<file path="src/rtl/edge_event_arbiter.sv">
// Per-line rise/fall edge detector feeding a round-robin valid/ready event stream, with sticky per-line lost-edge flags.
// Latency: input change to out_valid is 2 cycles, or 4 cycles when EDGE_ARB_SYNC_EN adds a 2-flop synchronizer per line.
// Backpressure: out_id/out_rising hold while out_valid && !out_ready; edges queue per line and overflow when a slot is occupied.
module edge_event_arbiter #(
  parameter int N    = 4,
  parameter int ID_W = $clog2(N)
) (
  input  logic            clk,
  input  logic            rst,
  input  logic [N-1:0]    in,
  output logic            out_valid,
  input  logic            out_ready,
  output logic [ID_W-1:0] out_id,
  output logic            out_rising,
  output logic [N-1:0]    overflow,
  input  logic            ovf_clr
);

  logic [N-1:0]    in_s;
  logic [N-1:0]    in_q;
  logic [N-1:0]    in_prev;
  logic [N-1:0]    rise;
  logic [N-1:0]    fall;
  logic [N-1:0]    pend_r;
  logic [N-1:0]    pend_f;
  logic [N-1:0]    old_r;
  logic [N-1:0]    pend_any;
  logic [N-1:0]    pend_r_n;
  logic [N-1:0]    pend_f_n;
  logic [N-1:0]    old_r_n;
  logic [N-1:0]    pr_keep;
  logic [N-1:0]    pf_keep;
  logic [N-1:0]    ovf_evt;
  logic [ID_W-1:0] last_grant;
  logic [ID_W-1:0] gnt_idx;
  logic            gnt_vld;
  logic            gnt_rise;
  logic            load;

`ifdef EDGE_ARB_SYNC_EN
  logic [N-1:0] sync1;
  logic [N-1:0] sync2;

  always_ff @(posedge clk or negedge rst) begin
    if (!rst) begin
      sync1 <= '0;
      sync2 <= '0;
    end else begin
      sync1 <= in;
      sync2 <= sync1;
    end
  end

  assign in_s = sync2;
`else
  assign in_s = in;
`endif

  assign rise     = in_q & ~in_prev;
  assign fall     = ~in_q & in_prev;
  assign pend_any = pend_r | pend_f;
  assign load     = !out_valid || out_ready;

  // Round-robin scan starting one past the last granted line.
  always_comb begin
    gnt_vld = 1'b0;
    gnt_idx = '0;
    for (int k = 1; k <= N; k++) begin
      if (!gnt_vld && pend_any[(int'(last_grant) + k) % N]) begin
        gnt_vld = 1'b1;
        gnt_idx = ID_W'((int'(last_grant) + k) % N);
      end
    end
  end

  // With both polarities pending, the older one goes first.
  assign gnt_rise = pend_r[gnt_idx] & (~pend_f[gnt_idx] | old_r[gnt_idx]);

  always_comb begin
    pr_keep  = '0;
    pf_keep  = '0;
    pend_r_n = '0;
    pend_f_n = '0;
    old_r_n  = '0;
    ovf_evt  = '0;
    for (int i = 0; i < N; i++) begin
      pr_keep[i]  = pend_r[i] & ~(load & gnt_vld & (gnt_idx == ID_W'(i)) & gnt_rise);
      pf_keep[i]  = pend_f[i] & ~(load & gnt_vld & (gnt_idx == ID_W'(i)) & ~gnt_rise);
      pend_r_n[i] = pr_keep[i] | rise[i];
      pend_f_n[i] = pf_keep[i] | fall[i];
      // A slot being drained this cycle may be refilled without counting as a loss.
      ovf_evt[i]  = (rise[i] & pr_keep[i]) | (fall[i] & pf_keep[i]);
      if (rise[i] && !pr_keep[i] && pf_keep[i])
        old_r_n[i] = 1'b0;
      else if (fall[i] && !pf_keep[i] && pr_keep[i])
        old_r_n[i] = 1'b1;
      else
        old_r_n[i] = old_r[i];
    end
  end

  always_ff @(posedge clk or negedge rst) begin
    if (!rst) begin
      in_q       <= '0;
      in_prev    <= '0;
      pend_r     <= '0;
      pend_f     <= '0;
      old_r      <= '0;
      overflow   <= '0;
      out_valid  <= 1'b0;
      out_id     <= '0;
      out_rising <= 1'b0;
      last_grant <= ID_W'(N - 1);
    end else begin
      in_q     <= in_s;
      in_prev  <= in_q;
      pend_r   <= pend_r_n;
      pend_f   <= pend_f_n;
      old_r    <= old_r_n;
      overflow <= (ovf_clr ? '0 : overflow) | ovf_evt;
      if (load) begin
        out_valid <= gnt_vld;
        if (gnt_vld) begin
          out_id     <= gnt_idx;
          out_rising <= gnt_rise;
          last_grant <= gnt_idx;
        end
      end
    end
  end

endmodule

</file>
<file path="config.mk">
export PLATFORM = sky130hd
export DESIGN_NAME = edge_event_arbiter
export DESIGN_NICKNAME = d
export VERILOG_FILES = /design/src/rtl/edge_event_arbiter.sv
export SDC_FILE = /design/constraint.sdc
export NUM_CORES = 1
export LEC_CHECK = 0
export BUFFER_PORTS_ARGS = -buffer_cell sky130_fd_sc_hd__buf_2
export CORE_MARGIN = 3
export CORE_UTILIZATION = 50
export CTS_CLUSTER_DIAMETER = 60
export DETAILED_ROUTE_END_ITERATION = 6
export PLACE_DENSITY = 0.7
export SLEW_MARGIN = 20
export SYNTH_ARGS = -nofsm -noshare
export SYNTH_HDL_FRONTEND = slang
export SYNTH_SLANG_ARGS = --single-unit
export TNS_END_PERCENT = 20
</file>
<file path="constraint.sdc">
create_clock -name clk -period 5.84 [get_ports clk]
set_input_delay 1.46 -clock clk [delete_from_list [all_inputs] [get_ports clk]]
set_output_delay 1.46 -clock clk [all_outputs]
set_load 0.1 [all_outputs]
</file>
==> run metrics <==
status finished clean; minimum clock period after layout 2.582 ns; largest stage delay on the critical path 0.43 ns; Fmax 387.3 MHz; Synth Warn # 0; IO Port Bufs 15; HP Class reg2reg; Post CTS Setup Buffer Count 0; pin count of the biggest net entering global routing 31; most frequent cells in the layout dfrtp_1 (28), nand2_1 (18), buf_2 (15); Buffers & Inverters on Critical Path 1; Post-DRT Antenna Nets 0; Die Width 61.10 um; Peak VDD IR 257.0 uV; count of final hold-check violations 0; commonest non-fill, non-tap cell in the layout dfrtp_1; clk root buf clkbuf_4; hold_buf cts 0; Core Region 0.002829 sq mm; Ports 16; Slew Limit Fails 0; Layout Nets 169; Lkg Pwr 0.0007071 uW; placed cell count 185; routability cong. 0.8266; first-pass detailed-route iteration total 4; Main synth FF type dfrtp_1; CTS Buffer Depth 2; total gr overflow 0; area grow syn2layout 11.21%; Reg-to-Reg Start pend_r[1]; Final Setup Violations 0; final antenna diode count 0; post-DR wirelength/cell 14.48 um; Starting Density 53.65%; die height 61.10 um; Detailed Place HPWL 2097 um; critical-path cell list buf_2; Reg clk slew, reported paths 0.09 ns; Row Count 19; initial antenna violation count 0; Clock Skew 0.004378 ns; Final period util 44.21%; DIE AREA 0.003733 sq mm; CTS sink count 30; RSZ-0062 raised after global routing no; mapped cell area 0.001518 sq mm; max cap viols 0; pwr dens 613.7 mW/mm^2; Iter 0 DRT Violations 43; Worst Path Max Fanout 3; Netlist cell types 51; CTS tree done; total CTS buffers 5; critical path required time 4.38 ns; sequential share of the synthesized area 49.63%; Data arrival, critical path 1.12 ns; Crit-path slowest cell buf_2; Total GRT Usage 17.71%; critical path startpoint category flop; CP endpoint kind primary output; layout cell share with drive strength beyond 1 22.22%; post_cts resized 0; Worst Min Path Start in_q[3]; worst hold slack 0.4173 ns; routed vias 1146; Worst slew margin 50.36%; first-pass GRT wire length 4836 um; via count of the first global-routing pass 1115; Fillers 250; syn avg cell area 10.76 sq um; Crit. Startpoint out_valid; DRC 0; Power Total 1036 uW; Post-synth EDFFs 0; Largest delay share family, worst path buffers and inverters; WS Path Type reg2out; post-synthesis register bit count 30; CTS H-tree depth 2; vias per cell 5.938; Slew @ Worst Pin 0.7378 ns; Detailed Route WL 2794 um; Setup TNS Final 0 ns; Layout Cells excl Fill 193; Post-synth ARST share 100.0%; Worst-Skew Late Latency 0.33 ns; Mapped Nets 149; Post-Synthesis Cells 141
-- area by class of cell --
type,instances,area (sq um),area share (%)
multi-input cells,102,715.7,42.40
repair buffers,15,75.07,4.448
clock inverters,2,37.54,2.224
inverters,7,26.28,1.557
well taps,31,38.79,2.298
flip-flops and latches,30,753.2,44.63
clock buffers,6,41.29,2.446
-- Yosys cell counts, drive strengths merged, types with 2 or more instances --
cell	n	share of area [%]
inv	7	1.7
dfstp	2	3.5
o41ai	2	1.6
nor3	2	0.99
nand2b	7	3.1
mux2i	2	1.3
o21ai	5	1.6
a21o	3	1.5
buf	2	1.5
o31ai	5	2.5
and2	2	0.82
a21oi	5	1.6
nor4	2	1.2
nor2b	4	1.6
o21a	5	2.5
nor2	7	2.8
a21boi	2	0.99
o221ai	4	2.3
nand3	2	0.66
nand2	18	4.5
o311ai	2	1.2
or4	2	0.99
dfrtp	28	46
or2	3	1.2
-- stage by stage --
| stage | cell area (sq um) | util, % | setup slack, ns |
|---|---|---|---|
| after floorplan | 1518 | - | 3.220 |
| after global placement | 1609 | 56.88 | 3.018 |
| after detailed placement | 1609 | 56.88 | 2.962 |
| after CTS | 1688 | 59.66 | 3.241 |
| after global routing | 1688 | 59.66 | 3.131 |
| final | 1688 | 59.66 | 3.258 |
-- state kept, by name, indices dropped and copies added (netlist names) --
register	count
in_prev	4
in_q	4
last_grant	2
old_r	4
out_id	2
out_rising	1
out_valid	1
overflow	4
pend_f	4
pend_r	4
-- power breakdown --
group	internal, uW	total, uW	switching [uW]
registers	279	359	79.8
clock network	90.3	161	70.5
logic	164	516	352
total	534	1040	502
-- logic make-up (layout without fill, tap and decap cells) --
family	Yosys count	in the layout	share of synthesized area [%]
and+or+nand+nor	52	52	19.37
buffers and inverters	9	30	3.215
AOI/OAI and AO/OA	46	46	23.99
DFF	30	30	49.63
muxes	4	4	3.793
-- layer usage --
| layer | share of wire (%) | GRT usage (%) | routed length [um] |
|---|---|---|---|
| met5 | 0 | 0 | 0 |
| met4 | 1.8 | 8.359 | 51 |
| met3 | 3.5 | 4.403 | 99 |
| met2 | 45 | 27.49 | 1263 |
| met1 | 49 | 23.28 | 1379 |
-- worst register-to-register path, cell delays in order (launching register included) --
cell	delay [ns]
dfrtp_1	0.45
or4_1	0.53
and3_1	0.20
nor2_1	0.35
mux4_1	0.66
mux2_2	0.28
-- path summary, 6_finish.rpt --
check	end	slack, ns	cells after the start
max reg2reg	out_rising	3.26	5
min	in_prev[3]	0.42	0
min in group asynchronous	out_id[0]	1.14	1
max in group asynchronous	pend_r[3]	4.29	1
max	out_valid	3.26	1
min reg2reg	in_prev[3]	0.42	0
No activity file was read; power rests on OpenSTA's default activity.
